$ cat src/rtl/max_pool_unit_if.sv
// max_pool_unit_if: activation stream into the pooling stage and pooled result out to the destination buffer
interface max_pool_unit_if #(
    parameter int DW = 32,
    parameter int PW = 16,
    parameter int AW = 13
);
    logic                 in_v;
    logic                 in_first;
    logic                 in_last;
    logic signed [DW-1:0] in_d;
    logic [PW-1:0]        in_p;
    logic [AW-1:0]        in_oa;
    logic                 outr;
    logic [AW-1:0]        oa;
    logic signed [DW-1:0] po;
    logic [PW-1:0]        pp;

    modport master (
        output in_v, in_first, in_last, in_d, in_p, in_oa,
        input  outr, oa, po, pp
    );

    modport slave (
        input  in_v, in_first, in_last, in_d, in_p, in_oa,
        output outr, oa, po, pp
    );
endinterface

$ cat src/rtl/max_pool_unit.sv
// max_pool_unit: per-window signed max with pointer, one result strobe per window; define MAX_POOL_RELU_EN to clamp negative results to 0
module max_pool_unit #(
    parameter int DW   = 32,
    parameter int PW   = 16,
    parameter int AW   = 13,
    parameter int KMAX = 9
) (
    input  logic                  clk,
    input  logic                  rst_n,
    max_pool_unit_if.slave        bus,
    output logic                  busy,
    output logic [3:0]            cnt,
    output logic                  err
);
    typedef enum logic [0:0] {IDLE, ACC} state_t;

    state_t               state, state_n;
    logic signed [DW-1:0] max_r, max_n;
    logic [PW-1:0]        ptr_r, ptr_n;
    logic [AW-1:0]        addr_r, addr_n;
    logic [3:0]           cnt_r, cnt_n;
    logic                 err_r, err_n;
    logic                 emit;
    logic signed [DW-1:0] emit_d, res_d;
    logic [PW-1:0]        emit_p;
    logic [AW-1:0]        emit_a;
    logic                 start, acc_beat, gt;

    assign start    = bus.in_v && bus.in_first;
    assign acc_beat = bus.in_v && !bus.in_first && state == ACC;
    assign gt       = bus.in_d > max_r;

    // Window bookkeeping: open/restart on in_first, fold in elements, close on in_last
    always_comb begin
        state_n = state;
        max_n   = max_r;
        ptr_n   = ptr_r;
        addr_n  = addr_r;
        cnt_n   = cnt_r;
        err_n   = err_r;
        emit    = 1'b0;
        emit_d  = max_r;
        emit_p  = ptr_r;
        emit_a  = addr_r;
        if (start) begin
            err_n   = err_r || state == ACC;
            max_n   = bus.in_d;
            ptr_n   = bus.in_p;
            addr_n  = bus.in_oa;
            cnt_n   = bus.in_last ? 4'd0 : 4'd1;
            state_n = bus.in_last ? IDLE : ACC;
            emit    = bus.in_last;
            emit_d  = bus.in_d;
            emit_p  = bus.in_p;
            emit_a  = bus.in_oa;
        end else if (acc_beat) begin
            err_n   = err_r || cnt_r >= 4'(KMAX);
            max_n   = gt ? bus.in_d : max_r;
            ptr_n   = gt ? bus.in_p : ptr_r;
            cnt_n   = bus.in_last ? 4'd0 : (cnt_r == 4'hF ? 4'hF : cnt_r + 4'd1);
            state_n = bus.in_last ? IDLE : ACC;
            emit    = bus.in_last;
            emit_d  = max_n;
            emit_p  = ptr_n;
        end else if (bus.in_v) begin
            err_n = 1'b1;
        end
    end

`ifdef MAX_POOL_RELU_EN
    assign res_d = emit_d[DW-1] ? '0 : emit_d;
`else
    assign res_d = emit_d;
`endif

    // Window state registers
    always_ff @(posedge clk or negedge rst_n) begin
        if (!rst_n) begin
            state  <= IDLE;
            max_r  <= '0;
            ptr_r  <= '0;
            addr_r <= '0;
            cnt_r  <= '0;
            err_r  <= 1'b0;
        end else begin
            state  <= state_n;
            max_r  <= max_n;
            ptr_r  <= ptr_n;
            addr_r <= addr_n;
            cnt_r  <= cnt_n;
            err_r  <= err_n;
        end
    end

    // Result port: strobe for one cycle, data held until the next emit
    always_ff @(posedge clk or negedge rst_n) begin
        if (!rst_n) begin
            bus.outr <= 1'b0;
            bus.oa   <= '0;
            bus.po   <= '0;
            bus.pp   <= '0;
        end else begin
            bus.outr <= emit;
            if (emit) begin
                bus.oa <= emit_a;
                bus.po <= res_d;
                bus.pp <= emit_p;
            end
        end
    end

    assign busy = state == ACC;
    assign cnt  = cnt_r;
    assign err  = err_r;
endmodule
$ cat src/flat_wrapper.sv
// flat-port wrapper written by rule: the top's interface ports become plain ports
module max_pool_unit_flat 
#(
    parameter int DW   = 32,
    parameter int PW   = 16,
    parameter int AW   = 13,
    parameter int KMAX = 9
)
  (clk, rst_n, busy, cnt, err, bus_in_v, bus_in_first, bus_in_last, bus_in_d, bus_in_p, bus_in_oa, bus_outr, bus_oa, bus_po, bus_pp);
  max_pool_unit_if #(.DW(DW), .PW(PW), .AW(AW)) bus_i ();
  input  logic clk;
  input  logic rst_n;
  output logic busy;
  output logic [3:0] cnt;
  output logic err;
  input wire logic [$bits(bus_i.in_v)-1:0] bus_in_v;
  input wire logic [$bits(bus_i.in_first)-1:0] bus_in_first;
  input wire logic [$bits(bus_i.in_last)-1:0] bus_in_last;
  input wire logic [$bits(bus_i.in_d)-1:0] bus_in_d;
  input wire logic [$bits(bus_i.in_p)-1:0] bus_in_p;
  input wire logic [$bits(bus_i.in_oa)-1:0] bus_in_oa;
  output wire logic [$bits(bus_i.outr)-1:0] bus_outr;
  output wire logic [$bits(bus_i.oa)-1:0] bus_oa;
  output wire logic [$bits(bus_i.po)-1:0] bus_po;
  output wire logic [$bits(bus_i.pp)-1:0] bus_pp;
  assign bus_i.in_v = bus_in_v;
  assign bus_i.in_first = bus_in_first;
  assign bus_i.in_last = bus_in_last;
  assign bus_i.in_d = bus_in_d;
  assign bus_i.in_p = bus_in_p;
  assign bus_i.in_oa = bus_in_oa;
  assign bus_outr = bus_i.outr;
  assign bus_oa = bus_i.oa;
  assign bus_po = bus_i.po;
  assign bus_pp = bus_i.pp;
  max_pool_unit #(.DW(DW), .PW(PW), .AW(AW), .KMAX(KMAX)) u_core (.clk(clk), .rst_n(rst_n), .bus(bus_i), .busy(busy), .cnt(cnt), .err(err));
endmodule
$ cat config.mk
export PLATFORM = sky130hd
export DESIGN_NAME = max_pool_unit_flat
export DESIGN_NICKNAME = d
export VERILOG_FILES = /design/src/rtl/max_pool_unit_if.sv /design/src/rtl/max_pool_unit.sv /design/src/flat_wrapper.sv
export SDC_FILE = /design/constraint.sdc
export NUM_CORES = 1
export LEC_CHECK = 0
export BUFFER_PORTS_ARGS = -buffer_cell sky130_fd_sc_hd__clkbuf_2
export CAP_MARGIN = 10
export CORE_AREA = 2 2 156 127
export CTS_BUF_LIST = sky130_fd_sc_hd__clkbuf_2 sky130_fd_sc_hd__clkbuf_4 sky130_fd_sc_hd__clkbuf_8
export DETAILED_ROUTE_END_ITERATION = 12
export DIE_AREA = 0 0 158 129
export GPL_ROUTABILITY_DRIVEN = 0
export PLACE_DENSITY = 0.63
export SLEW_MARGIN = 20
export SYNTH_ARGS = -nofsm -noshare
export SYNTH_HDL_FRONTEND = slang
export SYNTH_SLANG_ARGS = --single-unit
export TNS_END_PERCENT = 1
$ cat constraint.sdc
create_clock -name clk -period 3.9 [get_ports clk]
set_input_delay 0.975 -clock clk [delete_from_list [all_inputs] [get_ports clk]]
set_output_delay 0.975 -clock clk [all_outputs]
set_load 0.005 [all_outputs]
== Yosys cells after proc, flatten, opt, wreduce, memory -nomap -nowiden ==
Index checks and enable logic that the tools add are counted.

* Flip-flop bits (word level): 129
* Bits of input ports: 66

* $add $sub $neg: 1
* $lt $le $gt $ge: 2
* Equal/unequal tests: 1
* Mux-type cells: 20
* Reduce and logical (&&, ||, !) cells: 8

{| class="wikitable"
|+ Operator list
! cell !! count
|-
| two-way mux 32 bit || 3
|-
| two-way mux 16 bit || 3
|-
| > comparator 32 bit || 1
|-
| two-way mux 4 bit || 4
|-
| two-way mux 13 bit || 1
|-
| two-way mux 1 bit || 9
|-
| adder 4 x 1 -> 4 bit (second input constant) || 1
|-
| == test 4 bit (second input constant) || 1
|-
| >= comparator 4 bit (second input constant) || 1
|-
| logical AND 1 bit || 3
|-
| nonzero test 3 bit || 1
|-
| logical OR 1 bit || 2
|-
| nonzero test 2 bit || 1
|-
| logical NOT 1 bit || 1
|}

== Longest topological paths before layout ==
Gate-level depths: netlist of the first run.

* Depth in word-level cells: 5
* Gate-level depth with buffers: 12

== Worst setup path before layout of the first run ==
OpenSTA, ideal clock, no wires.

* Kind: input port to flip-flop
* Start point: in bus_in_d[31]
* End point: reg u_core.max_r[31]
* Setup time: 127 ps
* Data arrival time: 3302 ps
* Data required time: 3773 ps
* Slack: 471 ps
* Stages on the path: 10
* Path buffers: 2
* Cell sequence: ha_1 -> nand4_2 -> or4_4 -> nor2_2 -> nor2_1 -> a32o_1 -> or3_1 -> buf_2 -> buf_6 -> mux2_1

* Cells in the longest elaborated chain, start to end: 4

{| class="wikitable"
|+ Ends and longest elaborated chain
! element !! line !! RTL
|-
| from (decl) || flat_wrapper.sv:19 || <nowiki>input wire logic [$bits(bus_i.in_d)-1:0] bus_in_d;</nowiki>
|-
| > comparator 32 bit || max_pool_unit.sv:31 || <nowiki>assign gt = bus.in_d > max_r;</nowiki>
|-
| two-way mux 32 bit || max_pool_unit.sv:58 || <nowiki>max_n = gt ? bus.in_d : max_r;</nowiki>
|-
| two-way mux 32 bit || -- ||
|-
| two-way mux 32 bit * || max_pool_unit.sv:45 || <nowiki>if (start) begin</nowiki>
|-
| named net u_core.emit_d[31] || max_pool_unit.sv:24 || <nowiki>logic signed [DW-1:0] emit_d, res_d;</nowiki>
|-
| to (signal assigned) || max_pool_unit.sv:87 || <nowiki>max_r <= max_n;</nowiki>
|-
| to (decl) || max_pool_unit.sv:18 || <nowiki>logic signed [DW-1:0] max_r, max_n;</nowiki>
|}

The timed path passes the listed nets; every way through them passes the cells marked *.
A chain may end at the register's enable or synchronous reset.

== Worst setup path after layout of the first run ==
* Start point: in bus_in_d[23]
* End point: reg u_core.max_r[11]

* Cells in the longest elaborated chain, start to end: 4

{| class="wikitable"
|+ Ends and longest elaborated chain
! element !! line
|-
| > comparator 32 bit || max_pool_unit.sv:31
|-
| two-way mux 32 bit || max_pool_unit.sv:58
|-
| two-way mux 32 bit || --
|-
| two-way mux 32 bit || max_pool_unit.sv:45
|-
| named net u_core.emit_d[11] || max_pool_unit.sv:24
|}

The timed path passes the listed nets, and every way through them passes these cells.

==> impl_results.md, run 1 <==
* Row count at 45
* Placed cell count at ~980
* Most used DFF post-synth: dfrtp_1
* Max Freq at between 0.3 and 0.4 GHz
* Crit Path Class: primary input to flop
* Synth top cells by count: nand2_1, dfrtp_1, mux2_2
* TritonCTS Buffers at 17
* TritonCTS clock tree: built
* Power density over the cells at ~540 mW/mm²
* CTS root buffer: clkbuf_8
* Worst Skew at 0.0136 ns
* Maxcap violations at 0
* Die Y at between 100 and 150 µm
* Global-route usage over all layers at 0.164
* Net Count, Synth at around 700
* CP max FO at 19
* CTS resizes at 0
* Netlist cell types at 38
* RSZ-0062 raised after global routing: false
* Top cells by area, synth: dfrtp_1, mux2_2, nand2_1, ha_1, o311ai_0
* Worst-path clk slew at approximately 0.08 ns
* Worst slack at placement at 0.166 ns
* DIE WIDTH at approximately 160 µm
* Area delta synth->final at 21.1%
* Type of the worst min-delay path: flop to flop
* Final hold vios at 0
* Average routed wire per standard cell at 16.0 µm
* Post-layout min period at about 3.3 ns
* Setup WS post-layout at approximately 0.64 ns
* Diodes inserted at 0
* Vias/cell at 5.05
* H-tree depth at 4
* CP peak stage delay at about 0.6 ns
* Total negative slack at 0 ns
* Family with the most delay on the worst path: simple AND/OR/NAND/NOR gates
* Most frequent cell after synthesis: nand2_1
* Async SR Flop Fraction at 1.00
* Post-synthesis instance area at around 0.0065 mm²
* Fill count at between 1,500 and 2,000
* Status: complete, no violations
* CP startpoint kind: primary input
* Global-route wire length before repair at between 20 and 30 mm
* Top cell type's share of synthesized area at 0.498
* Number of flops mapped to enable cells by yosys at 0
* Post-CTS setup buffers at 0
* Cell taking the most area after synthesis: dfrtp_1
* I/O pins at ~130
* Worst path bufs/invs at 2
* Worst slew pin tran at 0.780 ns
* Grt ovf at 0
* DRC marker count from the first detailed-route iteration at between 200 and 250
* Peak VDD IR at between 0.0002 and 0.00025 V
* Largest net degree at the start of global routing at slightly above 80
* Fraction of layout cells with a size suffix above 1 at 0.324
* Setup-failing EPs final at 0
* Ys Warns at 0
* Cts hold-fix bufs at 0
* Initial Util at 0.345
* Post-synthesis sequential area ratio at 0.498
* DR pass1 iterations at 4
* Core Area at ~0.019 mm²
* Final worst path period share at 0.836
* CTS Sinks at approximately 130
* Drt drc at 0
* Tot Pwr at approximately 4.3 mW
* Max-slew violation count at 0
* Final wirelength at about 16 mm
* Clock Latency Late Sink at around 0.45 ns
* Die area at 0.0204 mm²
* ANT nets after route at 0
* Arrival @ worst endpoint at 3.59 ns
* Worst path slowest cell: or4_4
* CP Cell Sequence: clkbuf_2 > ha_1 > nand4_1 > or4_4 > nor2_2 > nor2_1 > a32o_2 > or3_4 > buf_4 > mux2_2
* Port Buf Inserts at between 100 and 150
* Critical path required time at 4.23 ns
* Slew headroom at 0.480
* Initial antenna violation count at 0
* Avg Inst Size Synth at between 10 and 15 µm²
* Routed vias at 5,116
* #FFs+latches synth at 129
* Post-synthesis instance total at slightly above 600
* Worst R2R Setup Slack at a little under 0.9 ns
* Final HPWL DP at around 11 mm
* Critical Path End Type: flop
* Vias in the first global route at 4,932
* Lkg Pwr at about 3.7 nW
* Nets at 844
* CTS Buffer Depth at 2
* Final Non-Filler Cells at between 1,000 and 1,500
[logic make-up (layout without fill, tap and decap cells)]
family,count (synthesis),in the layout,synth area share
adder cells (fa/ha/maj),35,35,0.0676
AND/OR/NAND/NOR,179,179,0.114
multiplexers,61,61,0.106
flip-flops,129,129,0.498
buffers and inverters,82,218,0.0583
AO/OA/AOI/OAI,134,134,0.157
[final cells by class]
class                      instances  area [µm²]  area share
sequential                       129        3230       0.411
tap                              258         323      0.0411
multi-input combinational        409        2890       0.368
timing repair buffer             149         830       0.106
clock buffer                      17         234      0.0298
inverter                          37         140      0.0178
clock inverter                    15         206      0.0263
[registers in the layout (all words and copies together) (netlist names)]
name	flops
u_core.cnt	4
u_core.bus.outr	1
u_core.busy	1
u_core.max_r	32
u_core.err	1
u_core.addr_r	13
u_core.ptr_r	16
u_core.bus.pp	16
u_core.bus.oa	13
u_core.bus.po	32
[per-layer routing]
layer	track usage	vias up	part of all wire
li1	-	2491	-
met1	0.227	2461	0.49
met2	0.251	151	0.44
met3	0.0495	13	0.065
met4	0.0445	0	0.0079
met5	0	-	0
[metrics by stage]
stage	util	area [µm²]	hold slack [ns]
floorplan	-	6480	0.458
global placement	0.394	7410	0.455
detailed placement	0.394	7410	0.464
CTS	0.418	7850	0.483
global route	0.418	7850	0.508
finish	0.418	7850	0.475
[worst reg2reg max path, cell delays in order, from the launching register on]
cell,delay (ns)
dfrtp_1,0.37
inv_1,0.05
ha_1,0.30
nand4_1,0.16
or4_4,0.61
nor2_2,0.16
nor2_1,0.07
a32o_2,0.29
or3_4,0.38
buf_4,0.23
mux2_2,0.29
[power breakdown]
part / internal, mW / switching (mW)
clock: 0.705 / 0.590
sequential: 1.68 / 0.203
combinational: 0.524 / 0.552
[final timing paths]
check,start,to,cells past startpoint
max,bus_in_d[23],u_core.max_r[11],10
min,u_core.bus.oa[1],u_core.bus.oa[1],2
max reg2reg,u_core.max_r[23],u_core.max_r[11],10
min reg2reg,u_core.bus.oa[1],u_core.bus.oa[1],2
max in group asynchronous,rst_n,u_core.max_r[3],2
min in group asynchronous,rst_n,u_core.addr_r[10],1
[placed cells by master, fill, tap and decap left out, types with 2 or more instances in the layout]
| master | synthesis | final |
|---|---|---|
| inv_6 | 0 | 4 |
| clkbuf_2 | 0 | 132 |
| buf_12 | 0 | 3 |
| ha_1 | 35 | 35 |
| nor2_1 | 6 | 6 |
| mux2_2 | 55 | 55 |
| nor3_1 | 3 | 3 |
| dfrtp_1 | 129 | 129 |
| clkbuf_8 | 0 | 17 |
| o311ai_0 | 46 | 46 |
| o211ai_1 | 49 | 49 |
| a21oi_1 | 18 | 18 |
| a31oi_1 | 3 | 3 |
| mux2_1 | 6 | 6 |
| clkinvlp_4 | 0 | 2 |
| inv_1 | 37 | 36 |
| clkinv_4 | 0 | 3 |
| bufinv_16 | 0 | 4 |
| nand4_1 | 7 | 7 |
| nand2_1 | 147 | 146 |
| clkinv_2 | 0 | 3 |
| o311ai_1 | 2 | 2 |
| buf_4 | 0 | 13 |
| o21ai_0 | 7 | 7 |
| nand3_1 | 7 | 7 |
Note: power is estimated with default switching activity, not from simulation.
==> run 2, diff against run 1 <==
- ABC_AREA: unset -> 1
- CORE_AREA: 2 2 156 127 -> 2 2 154 126
- DIE_AREA: 0 0 158 129 -> 0 0 156 128
- PLACE_DENSITY: 0.63 -> 0.62
- clock period: 3.9 -> 3.4 ns (I/O delays scaled with it)
==> impl_results.md, run 2 <==
* Status: complete, no violations
* Post-layout min period at 2.52 ns
* DIE WIDTH at approximately 160 µm
* Avg Inst Size Synth at 8.29 µm²
* Biggest regs: u_core.bus.po (32), u_core.max_r (32)
* Final worst path period share at 0.742
* Maxcap violations at 0
* Net Count, Synth at about 860
* Vias in the first global route at slightly below 5,000
* Nets at between 900 and 1,000
* Setup-failing EPs final at 0
* Drt drc at 0
* Max Freq at 0.396 GHz
* Top cell type's share of synthesized area at 0.511
* Async SR Flop Fraction at 1.00
* Commonest non-fill, non-tap cell in the layout: nand2_1
* Critical path required time at approximately 3.7 ns
* Final HPWL DP at 10.4 mm
* Lkg Pwr at ~4.3 nW
* CTS Buffer Depth at 2
* Grt ovf at 0
* Initial Util at 0.341
* DRC marker count from the first detailed-route iteration at roughly 220
* Ys Warns at 0
* Most used DFF post-synth: dfrtp_1
* Worst-path clk slew at 0.08 ns
* CTS resizes at 0
* Post-synthesis sequential area ratio at 0.511
* Most frequent cells in the layout: nand2_1, clkbuf_2, dfrtp_1
* TritonCTS clock tree: built
* Largest net degree at the start of global routing at 85
* Fill count at 1,899
* #FFs+latches synth at about 130
* Fraction of layout cells with a size suffix above 1 at 0.199
* CTS Sinks at about 130
* RSZ-0062 raised after global routing: false
* Number of flops mapped to enable cells by yosys at 0
* CP startpoint kind: primary input
* Routed vias at between 5,000 and 6,000
* Setup WS post-layout at between 0.8 and 0.9 ns
* Synth top cells by count: nand2_1, dfrtp_1, inv_1
* Area delta synth->final at 21.6%
* Diodes inserted at 0
* Worst Skew at 0.0114 ns
* Average routed wire per standard cell at between 10 and 15 µm
* Initial antenna violation count at 0
* I/O pins at around 130
* Post-synthesis instance total at approximately 760
* Placed Area at between 0.007 and 0.008 mm²
* Global-route wire length before repair at around 25 mm
* H-tree depth at 4
* Top cells by area, synth: dfrtp_1, nand2_1, nand3_1, ha_1, inv_1
* Row count at 45
* Worst slack at placement at 0.411 ns
* Port Buf Inserts at roughly 130
* TritonCTS Buffers at 17
* Core Area at 0.0185 mm²
* Crit Path Class: primary input to flop
* Type of the worst min-delay path: primary input to async pin
* Final hold vios at 0
* Cts hold-fix bufs at 0
* Post-CTS setup buffers at 0
* Post-route cell area at about 0.0077 mm²
* Clock Latency Late Sink at about 0.44 ns
* Vias/cell at 4.45
* Final Non-Filler Cells at around 1,100
* Netlist cell types at 26
* Power density over the cells at around 610 mW/mm²
* Post-synthesis instance area at ~0.0063 mm²
* Arrival @ worst endpoint at 2.85 ns
* CTS root buffer: clkbuf_8
* DR pass1 iterations at 4
* Placed cell count at approximately 1,100
* Tot Pwr at 4.65 mW
* Slew headroom at 0.464
* Critical Path End Type: flop
* Most frequent cell after synthesis: nand2_1
* Final Util at 0.415
* Fin Hold WS at approximately 0.47 ns
* Total negative slack at 0 ns
* ANT nets after route at 0
* Worst slew pin tran at 0.804 ns
* Max-slew violation count at 0
* Die Y at between 100 and 150 µm
* Peak VDD IR at around 0.00025 V
* Cell taking the most area after synthesis: dfrtp_1
* Final wirelength at approximately 15 mm
* Die area at 0.0200 mm²
* Global-route usage over all layers at 0.159
* CP max FO at 33
==> run 2: cell type report <==
class	instances	area [µm²]	share of cell area
Sequential cell	129	3230	0.420
Multi-Input combinational cell	487	2500	0.326
Timing Repair Buffer	144	792	0.103
Inverter	116	435	0.0567
Tap cell	235	294	0.0383
Clock buffer	18	248	0.0323
Clock inverter	14	181	0.0236
==> run 2: cell families after synthesis <==
family	after synthesis	share of synthesized area
buf+inv	146	0.0939
simple gates	405	0.283
compound gates	47	0.0430
fa+ha+maj	35	0.0693
flops	129	0.511
==> run 2: power by group <==
part / total [mW] / leakage [nW] / switching (mW) / internal (mW)
sequential: 2.04 / 1.50 / 0.157 / 1.88
combinational: 1.19 / 2.60 / 0.668 / 0.520
clock: 1.42 / 0.202 / 0.669 / 0.754
total: 4.65 / 4.30 / 1.49 / 3.16
==> run 2: final timing paths <==
| kind | end | from | slack [ns] | cells past startpoint |
|---|---|---|---|---|
| worst max register to register | u_core.max_r[26] | u_core.max_r[31] | 1.03 | 13 |
| worst max-delay path | u_core.max_r[26] | bus_in_d[31] | 0.88 | 13 |
| worst min register to register | u_core.err | u_core.err | 0.48 | 2 |
| min in group clk | u_core.err | u_core.err | 0.48 | 2 |
| max in group asynchronous | u_core.addr_r[7] | rst_n | 2.23 | 2 |
| worst min-delay path | u_core.bus.po[9] | rst_n | 0.47 | 1 |
==> run 2: routing by layer <==
layer	share of wire	global-route usage	wire, µm
met1	0.52	0.235	7890
met2	0.41	0.228	6210
met3	0.057	0.0450	854
met4	0.0087	0.0437	131
met5	0	0	0
==> run 2: worst max-delay path, cell delays in order <==
cell      delay [ns]
clkbuf_2        0.11
ha_1            0.33
nand2_1         0.08
nor2_1          0.13
and2_1          0.16
and3_1          0.19
nand2_1         0.09
nand2_1         0.06
nand2_1         0.05
nand3_2         0.08
buf_4           0.35
nand3_1         0.17
and2_1          0.19
==> run 3, diff against run 2 <==
- clock period: 3.4 -> 2.35 ns (I/O delays scaled with it)
==> impl_results.md, run 3 (synthesis results as in run 2) <==
* Final hold vios at 0
* Max Freq at between 0.4 and 0.5 GHz
* CTS Sinks at 129
* I/O pins at 134
* Psw at 2.27 mW
* DR pass1 iterations at 4
* Final wirelength at 16.4 mm
* Core Area at around 0.019 mm²
* Biggest regs: u_core.bus.po (32), u_core.max_r (32)
* Family with the most delay on the worst path: simple AND/OR/NAND/NOR gates
* Die Y at around 130 µm
* RSZ-0062 raised after global routing: true
* Sw frac at 0.326
* Status: complete, no violations
* CTS root buffer: clkbuf_8
* Setup-failing EPs final at 0
* CP Cell Sequence: inv_1 > ha_1 > nand2_1 > nor2_2 > and2_4 > and3_4 > nand2_2 > nand2_1 > nand2_2 > nand3_4 > buf_4 > buf_12 > nand3_1 > and2_1
* Final HPWL DP at between 10 and 15 mm
* Post-route cell area at roughly 0.008 mm²
* Max-slew violation count at 0
* Routed vias at 5,334
* Nets at roughly 1,000
* Worst Skew at about 0.010 ns
* Setup WS post-layout at between 0.07 and 0.08 ns
* Vias in the first global route at between 5,000 and 6,000
* Grt ovf at 0
* DRC marker count from the first detailed-route iteration at 262
* Fill count at roughly 1,900
* Lkg Pwr at roughly 4.5 nW
* Worst slack at placement at -0.324 ns
* Clock share of power at 0.292
* Maxcap violations at 0
* Initial Util at 0.341
* Final worst path period share at 0.968
* Worst path bufs/invs at 3
* Critical path required time at between 2 and 3 ns
* Fin Hold WS at between 0.1 and 0.15 ns
* Arrival @ worst endpoint at 2.61 ns
* Post-layout min period at 2.28 ns
* Fraction of layout cells with a size suffix above 1 at 0.253
* Cts hold-fix bufs at 0
* TritonCTS Buffers at 17
* Initial antenna violation count at 0
* Port Buf Inserts at about 130
* Drt drc at 0
* Reg-to-Reg Start: u_core.max_r[29]
* Vias/cell at 4.59
* Type of the worst min-delay path: primary input to async pin
* Area delta synth->final at 28.8%
* CTS Buffer Depth at 2
* CP peak stage delay at between 0.3 and 0.4 ns
* Global-route wire length before repair at roughly 25 mm
* CP max FO at 18
* H-tree depth at 4
* Clock Latency Late Sink at around 0.44 ns
* Commonest non-fill, non-tap cell in the layout: nand2_1
* Setup crit start: u_core.max_r[29]
* Pint at between 4 and 5 mW
* Critical Path End Type: flop
* Global-route usage over all layers at 0.160
* Most frequent cells in the layout: nand2_1, clkbuf_2, dfrtp_1
* TritonCTS clock tree: built
* DIE WIDTH at 156 µm
* Final Util at 0.439
* Power share of the sequential group at 0.425
* Power density over the cells at approximately 860 mW/mm²
* Worst slew pin tran at 0.788 ns
* Slew headroom at 0.474
* Die area at 0.0200 mm²
* Placed Area at about 0.0074 mm²
* Placed cell count at ~1,100
* Average routed wire per standard cell at 14.1 µm
* Worst-path clk slew at roughly 0.080 ns
* Crit Path Class: flop to flop
* Combinational fraction of design power at 0.283
* Peak VDD IR at ~0.00037 V
* CP startpoint kind: flop
* Row count at 45
* Final Non-Filler Cells at between 1,000 and 1,500
* Diodes inserted at 0
* Largest net degree at the start of global routing at between 60 and 70
* ANT nets after route at 0
* Worst path slowest cell: dfrtp_1
==> run 3: cell count changes in the layout (fill, tap and decap cells not counted), moves of 5 or more <==
| cell | before | now |
|---|---|---|
| ha_4 | 0 | 8 |
| clkbuf_16 | 0 | 5 |
| a21oi_1 | 16 | 7 |
| a21oi_2 | 0 | 9 |
| ha_1 | 35 | 27 |
| buf_4 | 8 | 19 |
==> run 3: timing repair <==
| item | 4_1_cts | 5_1_grt |
|---|---|---|
| hold endpoints to repair | 0 | 0 |
| setup endpoints to repair | 0 | 96 |
| resized for setup | 0 | 41 |
| setup buffers | 0 | 3 |
==> run 3: stage by stage <==
step,total power [mW],setup TNS [ns]
2_1_floorplan,4.02,0
4_1_cts,6.85,0
6_report,6.96,0
5_1_grt,7.47,-1.16
3_5_place_dp,4.78,-27.18
3_3_place_gp,4.74,-27.19
==> run 3: layout make-up <==
cell class / instances / area, µm² / area share
flip-flops and latches: 129 / 3230 / 0.397
multi-input cells: 487 / 2700 / 0.331
repair buffers: 164 / 1070 / 0.131
inverters: 116 / 435 / 0.0535
well taps: 235 / 294 / 0.0361
clock buffers: 17 / 234 / 0.0288
clock inverters: 15 / 183 / 0.0225
==> run 3: routing by layer <==
metal	track usage	vias up	wire length, µm
met5	0	-	0
met4	0.0491	0	215
met3	0.0409	15	677
met2	0.245	117	7020
met1	0.224	2514	8440
li1	-	2688	-
==> run 3: power by group through the flow <==
stage / clock (mW) / combinational (mW) / sequential [mW]
global placement: 0 / 1.76 / 2.98
global route: 2.20 / 2.25 / 3.01
detailed placement: 0 / 1.78 / 3.00
floorplan: 0 / 1.03 / 2.99
finish: 2.03 / 1.97 / 2.96
CTS: 2.09 / 1.80 / 2.96
==> run 3: path summary, 6_finish.rpt <==
kind | end | slack [ns] | cells past startpoint
worst min register to register | u_core.err | 0.47 | 2
worst max register to register | u_core.max_r[2] | 0.07 | 14
max in group asynchronous | u_core.bus.pp[10] | 1.51 | 2
min in group clk | u_core.addr_r[5] | 0.36 | 3
worst min-delay path | u_core.bus.po[9] | 0.11 | 1
worst max-delay path | u_core.max_r[2] | 0.07 | 14
